<file path="config.mk">
export PLATFORM = sky130hd
export DESIGN_NAME = axi4lite_mem_arbiter_flat
export DESIGN_NICKNAME = d
export VERILOG_FILES = /design/src/rtl/axi4lite_mem_arbiter_if.sv /design/src/rtl/axi4lite_mem_arbiter.sv /design/src/flat_wrapper.sv
export SDC_FILE = /design/constraint.sdc
export NUM_CORES = 1
export LEC_CHECK = 0
export CORE_AREA = 2 2 244 246
export CTS_CLUSTER_DIAMETER = 150
export CTS_CLUSTER_SIZE = 10
export DETAILED_ROUTE_END_ITERATION = 8
export DIE_AREA = 0 0 246 248
export DONT_BUFFER_PORTS = 1
export GPL_ROUTABILITY_DRIVEN = 1
export HOLD_SLACK_MARGIN = 0.06
export PLACE_DENSITY = 0.3
export SLEW_MARGIN = 0
export SYNTH_ARGS = -nofsm -noshare
export SYNTH_HDL_FRONTEND = slang
export SYNTH_SLANG_ARGS = --single-unit
export TNS_END_PERCENT = 100
</file>
<file path="constraint.sdc">
create_clock -name axi_clk -period 3.6 [get_ports axi_clk]
set_input_delay 0.72 -clock axi_clk [delete_from_list [all_inputs] [get_ports axi_clk]]
set_output_delay 0.72 -clock axi_clk [all_outputs]
set_load 0.02 [all_outputs]
</file>
<file path="src/rtl/axi4lite_mem_arbiter_if.sv">
// axi4lite_mem_arbiter_if: requester-side and AXI4-Lite master-side signals of the arbiter.
// master = arbiter view, slave = requesters plus AXI slave view.
interface axi4lite_mem_arbiter_if #(
    parameter int ADDR_WIDTH     = 64,
    parameter int AXI_DATA_WIDTH = 64,
    parameter int STRB_WIDTH     = AXI_DATA_WIDTH / 8
);
    logic [1:0]                  req_valid;
    logic [1:0]                  req_ready;
    logic [1:0]                  req_we;
    logic [2*ADDR_WIDTH-1:0]     req_addr;
    logic [2*AXI_DATA_WIDTH-1:0] req_wdata;
    logic [2*STRB_WIDTH-1:0]     req_wstrb;
    logic [1:0]                  rsp_valid;
    logic [AXI_DATA_WIDTH-1:0]   rsp_rdata;
    logic                        rsp_err;
    logic [ADDR_WIDTH-1:0]       maxi_araddr;
    logic [2:0]                  maxi_arprot;
    logic                        maxi_arvalid;
    logic                        maxi_arready;
    logic [AXI_DATA_WIDTH-1:0]   maxi_rdata;
    logic [1:0]                  maxi_rresp;
    logic                        maxi_rvalid;
    logic                        maxi_rready;
    logic [ADDR_WIDTH-1:0]       maxi_awaddr;
    logic [2:0]                  maxi_awprot;
    logic                        maxi_awvalid;
    logic                        maxi_awready;
    logic [AXI_DATA_WIDTH-1:0]   maxi_wdata;
    logic [STRB_WIDTH-1:0]       maxi_wstrb;
    logic                        maxi_wvalid;
    logic                        maxi_wready;
    logic                        maxi_bvalid;
    logic [1:0]                  maxi_bresp;
    logic                        maxi_bready;

    modport master (
        input  req_valid, req_we, req_addr, req_wdata, req_wstrb,
        input  maxi_arready, maxi_rdata, maxi_rresp, maxi_rvalid,
        input  maxi_awready, maxi_wready, maxi_bvalid, maxi_bresp,
        output req_ready, rsp_valid, rsp_rdata, rsp_err,
        output maxi_araddr, maxi_arprot, maxi_arvalid, maxi_rready,
        output maxi_awaddr, maxi_awprot, maxi_awvalid,
        output maxi_wdata, maxi_wstrb, maxi_wvalid, maxi_bready
    );

    modport slave (
        output req_valid, req_we, req_addr, req_wdata, req_wstrb,
        output maxi_arready, maxi_rdata, maxi_rresp, maxi_rvalid,
        output maxi_awready, maxi_wready, maxi_bvalid, maxi_bresp,
        input  req_ready, rsp_valid, rsp_rdata, rsp_err,
        input  maxi_araddr, maxi_arprot, maxi_arvalid, maxi_rready,
        input  maxi_awaddr, maxi_awprot, maxi_awvalid,
        input  maxi_wdata, maxi_wstrb, maxi_wvalid, maxi_bready
    );
endinterface

</file>
<file path="src/rtl/axi4lite_mem_arbiter.sv">
// axi4lite_mem_arbiter: serialises two requesters onto one AXI4-Lite master, one transaction outstanding.
// Round-robin by default; define ARB_FIXED_PRIO_EN to make requester 1 win every tie.
module axi4lite_mem_arbiter #(
    parameter int ADDR_WIDTH     = 64,
    parameter int AXI_DATA_WIDTH = 64,
    parameter int STRB_WIDTH     = AXI_DATA_WIDTH / 8
) (
    input logic                   axi_clk,
    input logic                   axi_rst,
    axi4lite_mem_arbiter_if.master bus
);
    typedef enum logic [2:0] {IDLE, RD_ADDR, RD_DATA, WR_REQ, WR_RESP} state_t;

    state_t                    state;
    logic                      last_grant, cur, grant, aw_done, w_done, aw_fire, w_fire;
    logic [ADDR_WIDTH-1:0]     addr_q;
    logic [AXI_DATA_WIDTH-1:0] wdata_q;
    logic [STRB_WIDTH-1:0]     wstrb_q;

`ifdef ARB_FIXED_PRIO_EN
    assign grant = bus.req_valid[1];
`else
    assign grant = &bus.req_valid ? ~last_grant : bus.req_valid[1];
`endif

    assign bus.req_ready   = (state == IDLE && |bus.req_valid) ? (grant ? 2'b10 : 2'b01) : 2'b00;
    assign aw_fire         = bus.maxi_awvalid & bus.maxi_awready;
    assign w_fire          = bus.maxi_wvalid & bus.maxi_wready;
    assign bus.maxi_araddr = addr_q;
    assign bus.maxi_awaddr = addr_q;
    assign bus.maxi_wdata  = wdata_q;
    assign bus.maxi_wstrb  = wstrb_q;
    // requester 0 is instruction fetch
    assign bus.maxi_arprot = cur ? 3'b000 : 3'b100;
    assign bus.maxi_awprot = cur ? 3'b000 : 3'b100;

    always_ff @(posedge axi_clk) begin
        if (axi_rst) begin
            state            <= IDLE;
            last_grant       <= 1'b1;
            cur              <= 1'b0;
            addr_q           <= '0;
            wdata_q          <= '0;
            wstrb_q          <= '0;
            aw_done          <= 1'b0;
            w_done           <= 1'b0;
            bus.maxi_arvalid <= 1'b0;
            bus.maxi_rready  <= 1'b0;
            bus.maxi_awvalid <= 1'b0;
            bus.maxi_wvalid  <= 1'b0;
            bus.maxi_bready  <= 1'b0;
            bus.rsp_valid    <= '0;
            bus.rsp_rdata    <= '0;
            bus.rsp_err      <= 1'b0;
        end else begin
            bus.rsp_valid <= '0;
            case (state)
                IDLE: if (|bus.req_valid) begin
                    last_grant <= grant;
                    cur        <= grant;
                    addr_q     <= grant ? bus.req_addr[2*ADDR_WIDTH-1:ADDR_WIDTH] : bus.req_addr[ADDR_WIDTH-1:0];
                    wdata_q    <= grant ? bus.req_wdata[2*AXI_DATA_WIDTH-1:AXI_DATA_WIDTH] : bus.req_wdata[AXI_DATA_WIDTH-1:0];
                    wstrb_q    <= grant ? bus.req_wstrb[2*STRB_WIDTH-1:STRB_WIDTH] : bus.req_wstrb[STRB_WIDTH-1:0];
                    if (bus.req_we[grant]) begin
                        state            <= WR_REQ;
                        bus.maxi_awvalid <= 1'b1;
                        bus.maxi_wvalid  <= 1'b1;
                        aw_done          <= 1'b0;
                        w_done           <= 1'b0;
                    end else begin
                        state            <= RD_ADDR;
                        bus.maxi_arvalid <= 1'b1;
                    end
                end
                RD_ADDR: if (bus.maxi_arready) begin
                    bus.maxi_arvalid <= 1'b0;
                    bus.maxi_rready  <= 1'b1;
                    state            <= RD_DATA;
                end
                RD_DATA: if (bus.maxi_rvalid) begin
                    bus.maxi_rready <= 1'b0;
                    bus.rsp_valid   <= cur ? 2'b10 : 2'b01;
                    bus.rsp_rdata   <= bus.maxi_rdata;
                    bus.rsp_err     <= |bus.maxi_rresp;
                    state           <= IDLE;
                end
                WR_REQ: begin
                    if (aw_fire) begin
                        bus.maxi_awvalid <= 1'b0;
                        aw_done          <= 1'b1;
                    end
                    if (w_fire) begin
                        bus.maxi_wvalid <= 1'b0;
                        w_done          <= 1'b1;
                    end
                    if ((aw_done | aw_fire) && (w_done | w_fire)) begin
                        bus.maxi_bready <= 1'b1;
                        state           <= WR_RESP;
                    end
                end
                WR_RESP: if (bus.maxi_bvalid) begin
                    bus.maxi_bready <= 1'b0;
                    bus.rsp_valid   <= cur ? 2'b10 : 2'b01;
                    bus.rsp_rdata   <= '0;
                    bus.rsp_err     <= |bus.maxi_bresp;
                    state           <= IDLE;
                end
                default: state <= IDLE;
            endcase
        end
    end
endmodule

</file>
<file path="src/flat_wrapper.sv">
// flat-port wrapper written by rule: the top's interface ports become plain ports
module axi4lite_mem_arbiter_flat 
#(
    parameter int ADDR_WIDTH     = 64,
    parameter int AXI_DATA_WIDTH = 64,
    parameter int STRB_WIDTH     = AXI_DATA_WIDTH / 8
)
  (axi_clk, axi_rst, bus_req_valid, bus_req_we, bus_req_addr, bus_req_wdata, bus_req_wstrb, bus_maxi_arready, bus_maxi_rdata, bus_maxi_rresp, bus_maxi_rvalid, bus_maxi_awready, bus_maxi_wready, bus_maxi_bvalid, bus_maxi_bresp, bus_req_ready, bus_rsp_valid, bus_rsp_rdata, bus_rsp_err, bus_maxi_araddr, bus_maxi_arprot, bus_maxi_arvalid, bus_maxi_rready, bus_maxi_awaddr, bus_maxi_awprot, bus_maxi_awvalid, bus_maxi_wdata, bus_maxi_wstrb, bus_maxi_wvalid, bus_maxi_bready);
  axi4lite_mem_arbiter_if #(.ADDR_WIDTH(ADDR_WIDTH), .AXI_DATA_WIDTH(AXI_DATA_WIDTH), .STRB_WIDTH(STRB_WIDTH)) bus_i ();
  input logic axi_clk;
  input logic axi_rst;
  input wire logic [$bits(bus_i.req_valid)-1:0] bus_req_valid;
  input wire logic [$bits(bus_i.req_we)-1:0] bus_req_we;
  input wire logic [$bits(bus_i.req_addr)-1:0] bus_req_addr;
  input wire logic [$bits(bus_i.req_wdata)-1:0] bus_req_wdata;
  input wire logic [$bits(bus_i.req_wstrb)-1:0] bus_req_wstrb;
  input wire logic [$bits(bus_i.maxi_arready)-1:0] bus_maxi_arready;
  input wire logic [$bits(bus_i.maxi_rdata)-1:0] bus_maxi_rdata;
  input wire logic [$bits(bus_i.maxi_rresp)-1:0] bus_maxi_rresp;
  input wire logic [$bits(bus_i.maxi_rvalid)-1:0] bus_maxi_rvalid;
  input wire logic [$bits(bus_i.maxi_awready)-1:0] bus_maxi_awready;
  input wire logic [$bits(bus_i.maxi_wready)-1:0] bus_maxi_wready;
  input wire logic [$bits(bus_i.maxi_bvalid)-1:0] bus_maxi_bvalid;
  input wire logic [$bits(bus_i.maxi_bresp)-1:0] bus_maxi_bresp;
  output wire logic [$bits(bus_i.req_ready)-1:0] bus_req_ready;
  output wire logic [$bits(bus_i.rsp_valid)-1:0] bus_rsp_valid;
  output wire logic [$bits(bus_i.rsp_rdata)-1:0] bus_rsp_rdata;
  output wire logic [$bits(bus_i.rsp_err)-1:0] bus_rsp_err;
  output wire logic [$bits(bus_i.maxi_araddr)-1:0] bus_maxi_araddr;
  output wire logic [$bits(bus_i.maxi_arprot)-1:0] bus_maxi_arprot;
  output wire logic [$bits(bus_i.maxi_arvalid)-1:0] bus_maxi_arvalid;
  output wire logic [$bits(bus_i.maxi_rready)-1:0] bus_maxi_rready;
  output wire logic [$bits(bus_i.maxi_awaddr)-1:0] bus_maxi_awaddr;
  output wire logic [$bits(bus_i.maxi_awprot)-1:0] bus_maxi_awprot;
  output wire logic [$bits(bus_i.maxi_awvalid)-1:0] bus_maxi_awvalid;
  output wire logic [$bits(bus_i.maxi_wdata)-1:0] bus_maxi_wdata;
  output wire logic [$bits(bus_i.maxi_wstrb)-1:0] bus_maxi_wstrb;
  output wire logic [$bits(bus_i.maxi_wvalid)-1:0] bus_maxi_wvalid;
  output wire logic [$bits(bus_i.maxi_bready)-1:0] bus_maxi_bready;
  assign bus_i.req_valid = bus_req_valid;
  assign bus_i.req_we = bus_req_we;
  assign bus_i.req_addr = bus_req_addr;
  assign bus_i.req_wdata = bus_req_wdata;
  assign bus_i.req_wstrb = bus_req_wstrb;
  assign bus_i.maxi_arready = bus_maxi_arready;
  assign bus_i.maxi_rdata = bus_maxi_rdata;
  assign bus_i.maxi_rresp = bus_maxi_rresp;
  assign bus_i.maxi_rvalid = bus_maxi_rvalid;
  assign bus_i.maxi_awready = bus_maxi_awready;
  assign bus_i.maxi_wready = bus_maxi_wready;
  assign bus_i.maxi_bvalid = bus_maxi_bvalid;
  assign bus_i.maxi_bresp = bus_maxi_bresp;
  assign bus_req_ready = bus_i.req_ready;
  assign bus_rsp_valid = bus_i.rsp_valid;
  assign bus_rsp_rdata = bus_i.rsp_rdata;
  assign bus_rsp_err = bus_i.rsp_err;
  assign bus_maxi_araddr = bus_i.maxi_araddr;
  assign bus_maxi_arprot = bus_i.maxi_arprot;
  assign bus_maxi_arvalid = bus_i.maxi_arvalid;
  assign bus_maxi_rready = bus_i.maxi_rready;
  assign bus_maxi_awaddr = bus_i.maxi_awaddr;
  assign bus_maxi_awprot = bus_i.maxi_awprot;
  assign bus_maxi_awvalid = bus_i.maxi_awvalid;
  assign bus_maxi_wdata = bus_i.maxi_wdata;
  assign bus_maxi_wstrb = bus_i.maxi_wstrb;
  assign bus_maxi_wvalid = bus_i.maxi_wvalid;
  assign bus_maxi_bready = bus_i.maxi_bready;
  axi4lite_mem_arbiter #(.ADDR_WIDTH(ADDR_WIDTH), .AXI_DATA_WIDTH(AXI_DATA_WIDTH), .STRB_WIDTH(STRB_WIDTH)) u_core (.axi_clk(axi_clk), .axi_rst(axi_rst), .bus(bus_i));
endmodule
</file>
# Yosys cells after proc, flatten, opt, wreduce, memory -nomap -nowiden
# Cells that the tools add are included.
# op_classes
n_addsub	0
multipliers	0
div	0
n_lt_le_gt_ge	1
eq_ne	13
n_shift	0
mux	48
n_bitwise	5
reduce_logical	20
# ops
op	n
$mux 64	4
$pmux 64 s2	1
$mux 1	20
$mux 3	6
$pmux 1 s2	8
$pmux 3 s5	1
$mux 2	6
$ne 2x2->1 const B	6
$reduce_and 4->1	3
$reduce_bool 2->1	5
$reduce_and 3->1	3
$mux 8	1
$eq 3x2->1 const B	2
$ne 2x1->1 const B	3
$reduce_or 2->1	3
$reduce_and 5->1	1
$pmux 2 s2	1
$reduce_and 2->1	2
$eq 3x1->1 const B	1
$eq 3x3->1 const B	1
$logic_not 3->1	1
$and 1x1->1	2
$logic_and 1x1->1	2
$lt 1x2->1 const B	1
other kinds (2)	3
# word_totals
reg_bits	215
latchBits	0
ram_bits	0
romBits	0
inputBits	351
out_inout_bits	280
word_cells	103
memories	0

# Longest topological paths before layout
# depth
depth_word	7
ltp_mapped	8
mapped_depth_nobuf	4

# Worst setup path before layout
# OpenSTA, ideal clock, no wires.
# synth_timing
path_kind	input-to-output
start	input port bus_req_valid[1]
end	output port bus_req_ready[1]
arrival_ps	1391
setup_slack_ps	1489
cell_stages	4
cell_sequence	a21boi_2 and2_1 clkbuf_2 buf_2
# synth_via
elab_chain_len	4
# synth_rtl
element	line_no	source
start, declared	flat_wrapper.sv:12	input wire logic [$bits(bus_i.req_valid)-1:0] bus_req_valid;
$reduce_and 2->1	axi4lite_mem_arbiter.sv:23	assign grant = &bus.req_valid ? ~last_grant : bus.req_valid[1];
$mux 1	axi4lite_mem_arbiter.sv:23	
$mux 2	axi4lite_mem_arbiter.sv:26	assign bus.req_ready = (state == IDLE && |bus.req_valid) ? (grant ? 2'b10 : 2'b01) : 2'b00;
$mux 2 (*)	axi4lite_mem_arbiter.sv:26	
end, declared	flat_wrapper.sv:25	output wire logic [$bits(bus_i.req_ready)-1:0] bus_req_ready;
# Every way passes the cells marked *; elsewhere a longest branch is shown, timed or not.

# Worst setup path after layout
# layout_timing
start	register u_core.state[0]
end	output port bus_req_ready[0]
# layout_via
elab_chain_len	3
# layout_rtl
element	line_no	source
start, declared	axi4lite_mem_arbiter.sv:14	state_t state;
start signal, assigned	axi4lite_mem_arbiter.sv:39	state <= IDLE;
start signal, assigned	axi4lite_mem_arbiter.sv:65	state <= WR_REQ;
start signal, assigned	axi4lite_mem_arbiter.sv:71	state <= RD_ADDR;
$logic_not 3->1	axi4lite_mem_arbiter.sv:26	
$logic_and 1x1->1	axi4lite_mem_arbiter.sv:26	
$mux 2	axi4lite_mem_arbiter.sv:26	
# Every way passes these cells.

==> impl_summary.txt <==
----------------------------------------------------
[Outcome]
  Status ... finished with violations
  Violated checks ... design-rule violations

[Cells and area]
  Combined area of the multi-input logic cells ... between 0.003 and 0.004 mm^2
  Layout-stage area growth over the synthesis result ... 9.59%
  Layout Cells excl Fill ... approximately 1500
  Register Area ... 0.00430 mm^2
  Proportion of layout cells with a drive suffix above 1 ... 6.37%
  Final layout net count ... 1073
  Fill cell instance count of the final layout ... 6579

[Power and ir drop]
  Internal ... 4.24 mW
  Net Sw Power ... about 2.2 mW
  VDD IR max ... 327 uV
  Leakage power summed over all cells ... 3.03 nW
  Clock network fraction of design power ... 33.6%
  Share of total power in combinational logic ... 14.5%
  Power per Cell Area ... 708 mW/mm^2
  Proportion of power drawn by flip-flops and latches ... 51.9%
  Switching power as a share of total power ... approximately 34%
  Power after layout ... about 6.4 mW

[Hold path]
  Class of the worst hold path ... in -> reg

[Critical path]
  List of cells traversed by the critical path ... nor3_4, and3_4
  Max Fanout on Critical Path ... 36
  WP data required ... 2880 ps
  Count of buffer and inverter cells on the critical path ... 0
  Arrival @ worst endpoint ... 1860 ps
  Dominant delay contributor by cell family on the critical path ... simple AND/OR/NAND/NOR gates
  Crit. End Element ... output pin
  CP startpoint kind ... flop
  Setup CP Type ... reg -> out
  Delay of the slowest critical-path stage ... about 600 ps
  Slowest cell on the critical path ... sky130_fd_sc_hd__and3_4

[Synth]
  Area fraction in compound gates after synthesis ... 24.4%
  Most used flip-flop cell after synthesis ... sky130_fd_sc_hd__dfxtp_1
  Number of synthesized flops with an enable pin ... 0
  Number of distinct standard cells referenced by the synthesized netlist ... 37
  Post-synth ARST share ... 0%
  Proportion of synthesized chip area in sequential cells ... a little over 50%
  Count of warnings emitted by yosys ... 0
  Synthesized netlist cell count ... 836
  Cell area after synthesis ... 0.00830 mm^2
  Simple-gate share of the synthesized area ... 11.5%
  Register bit count reported by yosys ... 215
  Post-Synth XOR/XNOR Area ... 0%
  Post-synthesis area per instance ... 9.92 um^2
  Portion of netlist area occupied by mux cells ... less than 1%
  Main combinational cell family by area after synthesis ... compound AO/OA/AOI/OAI gates
  Fraction of the mapped netlist area in adder cells ... 0%

[Routing]
  Sum of routed wire length over all layers ... 32.0 mm
  Via density ... between 4 and 5
  Via Count ... ~6600
  Detailed-routing iteration count for the pre-antenna-repair pass ... 9
  Average wire per standard cell ... around 21 um
  Drc violations ... 10
  DRC violation total after the first TritonRoute iteration ... 813
  Post-detailed-route count of antenna-violating nets ... 0

[STA]
  Worst relative slew slack ... approximately a quarter
  Unrepaired setup endpoints after global routing ... false
  Final min period ... 2580 ps
  Crit share post-route ... 71.6%
  Sum Neg Setup Slack ... 0 ps
  Hold Vio Cnt, Final ... 0
  Number of max-slew violations in the final report ... 0
  Post-Route Skew ... 13.1 ps
  Setup violation total in the final timing report ... 0
  Max Fclk ... 0.388 GHz
  Slew at the pin with the worst max-slew slack ... 1120 ps

[Floorplan]
  Total I/O pin count ... approximately 630
  Die Height ... 248 um
  Die span in x ... 246 um
  Initial core utilization ... between 10 and 15%
  Site row count ... between 80 and 90
  CORE AREA ... 0.0585 mm^2
  Die Area ... 0.0610 mm^2

[CTS]
  CTS tree ... done
  Number of clock sinks ... 215
  PostCTS Resize Cnt ... 0
  TritonCTS buffer count ... 25
  Number of buffers inserted by post-CTS setup repair ... 0
  CTS max path bufs ... 3
  H-tree depth ... 1
  CTS root buffer ... sky130_fd_sc_hd__clkbuf_16
  Clock insertion delay at the later pin of the skew report ... about 540 ps
  Hold_buf cts ... 0
  Clock transition at the register clock pins on the worst setup and hold paths after CTS ... 60 ps

[Placed design]
  Count of buffers from port buffering ... 0
  Detailed Place HPWL ... 22.9 mm
  Count of placed standard cells including taps ... roughly 1500
  Weighted congestion reported at the end of routability-driven placement ... 0.759

[Global route]
  GR met2 Demand/Resource ... roughly 17%
  First-pass GRT wire length ... 43.0 mm
  GR Util met1 ... 9.43%
  Fraction of met3 tracks used by global routing ... around 3.7%
  Antenna violations before repair ... 10
  Total global routing track utilization ... under 10%
  Overflow left after global routing ... 0
  Grt peak-use layer ... met2
  Vias in the first global route ... 6259
  Largest net degree at the start of global routing ... 216

[Job]
  Number of violations of the max-capacitance limit ... 0

----------------------------------------------------
-- logic make-up (layout without fill, tap and decap cells) --
logic type	Yosys count	in the layout
AND/OR/NAND/NOR	236	236
multiplexers	1	1
AO/OA/AOI/OAI	225	225
other	1	11
flip-flops	215	215
buffers and inverters	158	41
-- final timing paths --
kind	from	endpoint	slack [ps]	cells past startpoint
setup / recovery	u_core.state[0]	bus_req_ready[0]	1020	2
hold / removal	axi_rst	u_core.bus.rsp_rdata[4]	260	1
setup reg to reg	u_core.state[0]	u_core.bus.maxi_araddr[7]	1410	5
hold reg to reg	u_core.cur	u_core.bus.rsp_valid[0]	480	1
-- sequential cells by signal, indices dropped and copies added (netlist names) --
| register | count |
|---|---|
| u_core.bus.maxi_arvalid | 1 |
| u_core.w_done | 1 |
| u_core.bus.rsp_rdata | 64 |
| u_core.bus.rsp_err | 1 |
| u_core.bus.maxi_awvalid | 1 |
| u_core.bus.maxi_araddr | 64 |
| u_core.bus.maxi_bready | 1 |
| u_core.bus.rsp_valid | 2 |
| u_core.state | 3 |
| u_core.aw_done | 1 |
| u_core.bus.maxi_wvalid | 1 |
| u_core.bus.maxi_wdata | 64 |
| u_core.last_grant | 1 |
| u_core.bus.maxi_wstrb | 8 |
| u_core.cur | 1 |
| u_core.bus.maxi_rready | 1 |
-- cell usage after synthesis, types with 2 or more instances --
master | n | area (um^2)
sky130_fd_sc_hd__nor2b_1 | 4 | 25.0
sky130_fd_sc_hd__nor2_1 | 211 | 792
sky130_fd_sc_hd__a31oi_1 | 3 | 18.8
sky130_fd_sc_hd__nand2_1 | 3 | 11.3
sky130_fd_sc_hd__a21o_1 | 2 | 15.0
sky130_fd_sc_hd__buf_6 | 14 | 158
sky130_fd_sc_hd__a22oi_1 | 64 | 480
sky130_fd_sc_hd__a222oi_1 | 136 | 1360
sky130_fd_sc_hd__buf_4 | 73 | 548
sky130_fd_sc_hd__a21oi_1 | 7 | 35.0
sky130_fd_sc_hd__clkbuf_1 | 40 | 150
sky130_fd_sc_hd__inv_1 | 3 | 11.3
sky130_fd_sc_hd__nor3_1 | 7 | 35.0
sky130_fd_sc_hd__a211o_1 | 4 | 35.0
sky130_fd_sc_hd__nand2b_1 | 3 | 18.8
sky130_fd_sc_hd__dfxtp_1 | 215 | 4300
sky130_fd_sc_hd__buf_2 | 25 | 125
sky130_fd_sc_hd__nand3b_1 | 2 | 15.0
sky130_fd_sc_hd__buf_1 | 2 | 7.51
-- per-stage QoR --
step	setup WS (ps)	hold slack (ps)	util [%]	cell area, um^2
5_1_grt	873	223	15.6	9090
6_report	1020	260	15.6	9090
3_3_place_gp	1310	455	14.4	8430
2_1_floorplan	1490	426	-	8310
3_5_place_dp	1280	461	14.4	8430
4_1_cts	926	216	15.5	9070
-- area by class of cell --
class                   count  share of cell area, %
inverters                   3                  0.124
well taps                 773                   10.6
clock buffers              25                   6.88
diodes                      7                  0.193
flip-flops and latches    215                   47.3
repair buffers             11                   1.46
clock inverters             2                  0.179
multi-input cells         466                   33.2
-- metal layers --
layer  up-vias  wire (um)
li1       2861          -
met1      3194      10900
met2       492      16600
met3        61       3400
met4         0       1180
met5         -          0
-- worst register-to-register path: cells and delay by family (launching register included) --
kind            cells  cell delay [ps]
simple gates        3             1030
flops               1              420
compound gates      1              270
buf+inv             1              390
-- layout by cell type, fill, tap and decap left out --
| cell | count |
|---|---|
| sky130_fd_sc_hd__dfxtp_1 | 215 |
| sky130_fd_sc_hd__nor2_1 | 211 |
| sky130_fd_sc_hd__a222oi_1 | 136 |
| sky130_fd_sc_hd__a22oi_1 | 64 |
| sky130_fd_sc_hd__clkbuf_16 | 25 |
| sky130_fd_sc_hd__diode_2 | 7 |
| sky130_fd_sc_hd__a21oi_1 | 7 |
| sky130_fd_sc_hd__nor3_1 | 7 |
| sky130_fd_sc_hd__buf_4 | 7 |
| sky130_fd_sc_hd__a211o_1 | 4 |
| sky130_fd_sc_hd__conb_1 | 4 |
| sky130_fd_sc_hd__buf_12 | 4 |
| sky130_fd_sc_hd__inv_1 | 3 |
| sky130_fd_sc_hd__nand2b_1 | 3 |
| sky130_fd_sc_hd__nor2b_1 | 3 |
| sky130_fd_sc_hd__nand2_1 | 3 |
| sky130_fd_sc_hd__a31oi_1 | 3 |
| sky130_fd_sc_hd__nand3b_1 | 2 |
| sky130_fd_sc_hd__nor3_4 | 1 |
| sky130_fd_sc_hd__and3_4 | 1 |
| sky130_fd_sc_hd__a21boi_2 | 1 |
| sky130_fd_sc_hd__and2_4 | 1 |
| sky130_fd_sc_hd__o21ai_4 | 1 |
| sky130_fd_sc_hd__a21o_2 | 1 |
| sky130_fd_sc_hd__nor2b_4 | 1 |
| sky130_fd_sc_hd__o21ai_0 | 1 |
| sky130_fd_sc_hd__mux2i_1 | 1 |
| sky130_fd_sc_hd__a221oi_1 | 1 |
| sky130_fd_sc_hd__or3_1 | 1 |
| sky130_fd_sc_hd__a32oi_1 | 1 |
| sky130_fd_sc_hd__a21boi_0 | 1 |
| sky130_fd_sc_hd__o21ba_2 | 1 |
| sky130_fd_sc_hd__o21a_1 | 1 |
| sky130_fd_sc_hd__nor3b_1 | 1 |
| sky130_fd_sc_hd__a211oi_1 | 1 |
| sky130_fd_sc_hd__a21o_1 | 1 |
| sky130_fd_sc_hd__and3b_1 | 1 |
| sky130_fd_sc_hd__inv_6 | 1 |
| sky130_fd_sc_hd__clkinvlp_4 | 1 |
-- power groups by stage --
stage                     Sequential (mW)  Clock, mW  Combinational [mW]
after floorplan                      3.13          0                1.07
after global placement               3.41          0               0.930
after detailed placement             3.39          0               0.947
after CTS                            3.34       2.29               0.950
after global routing                 3.37       2.38                1.04
final                                3.34       2.17               0.934
Power figures use the tool's default switching activity.
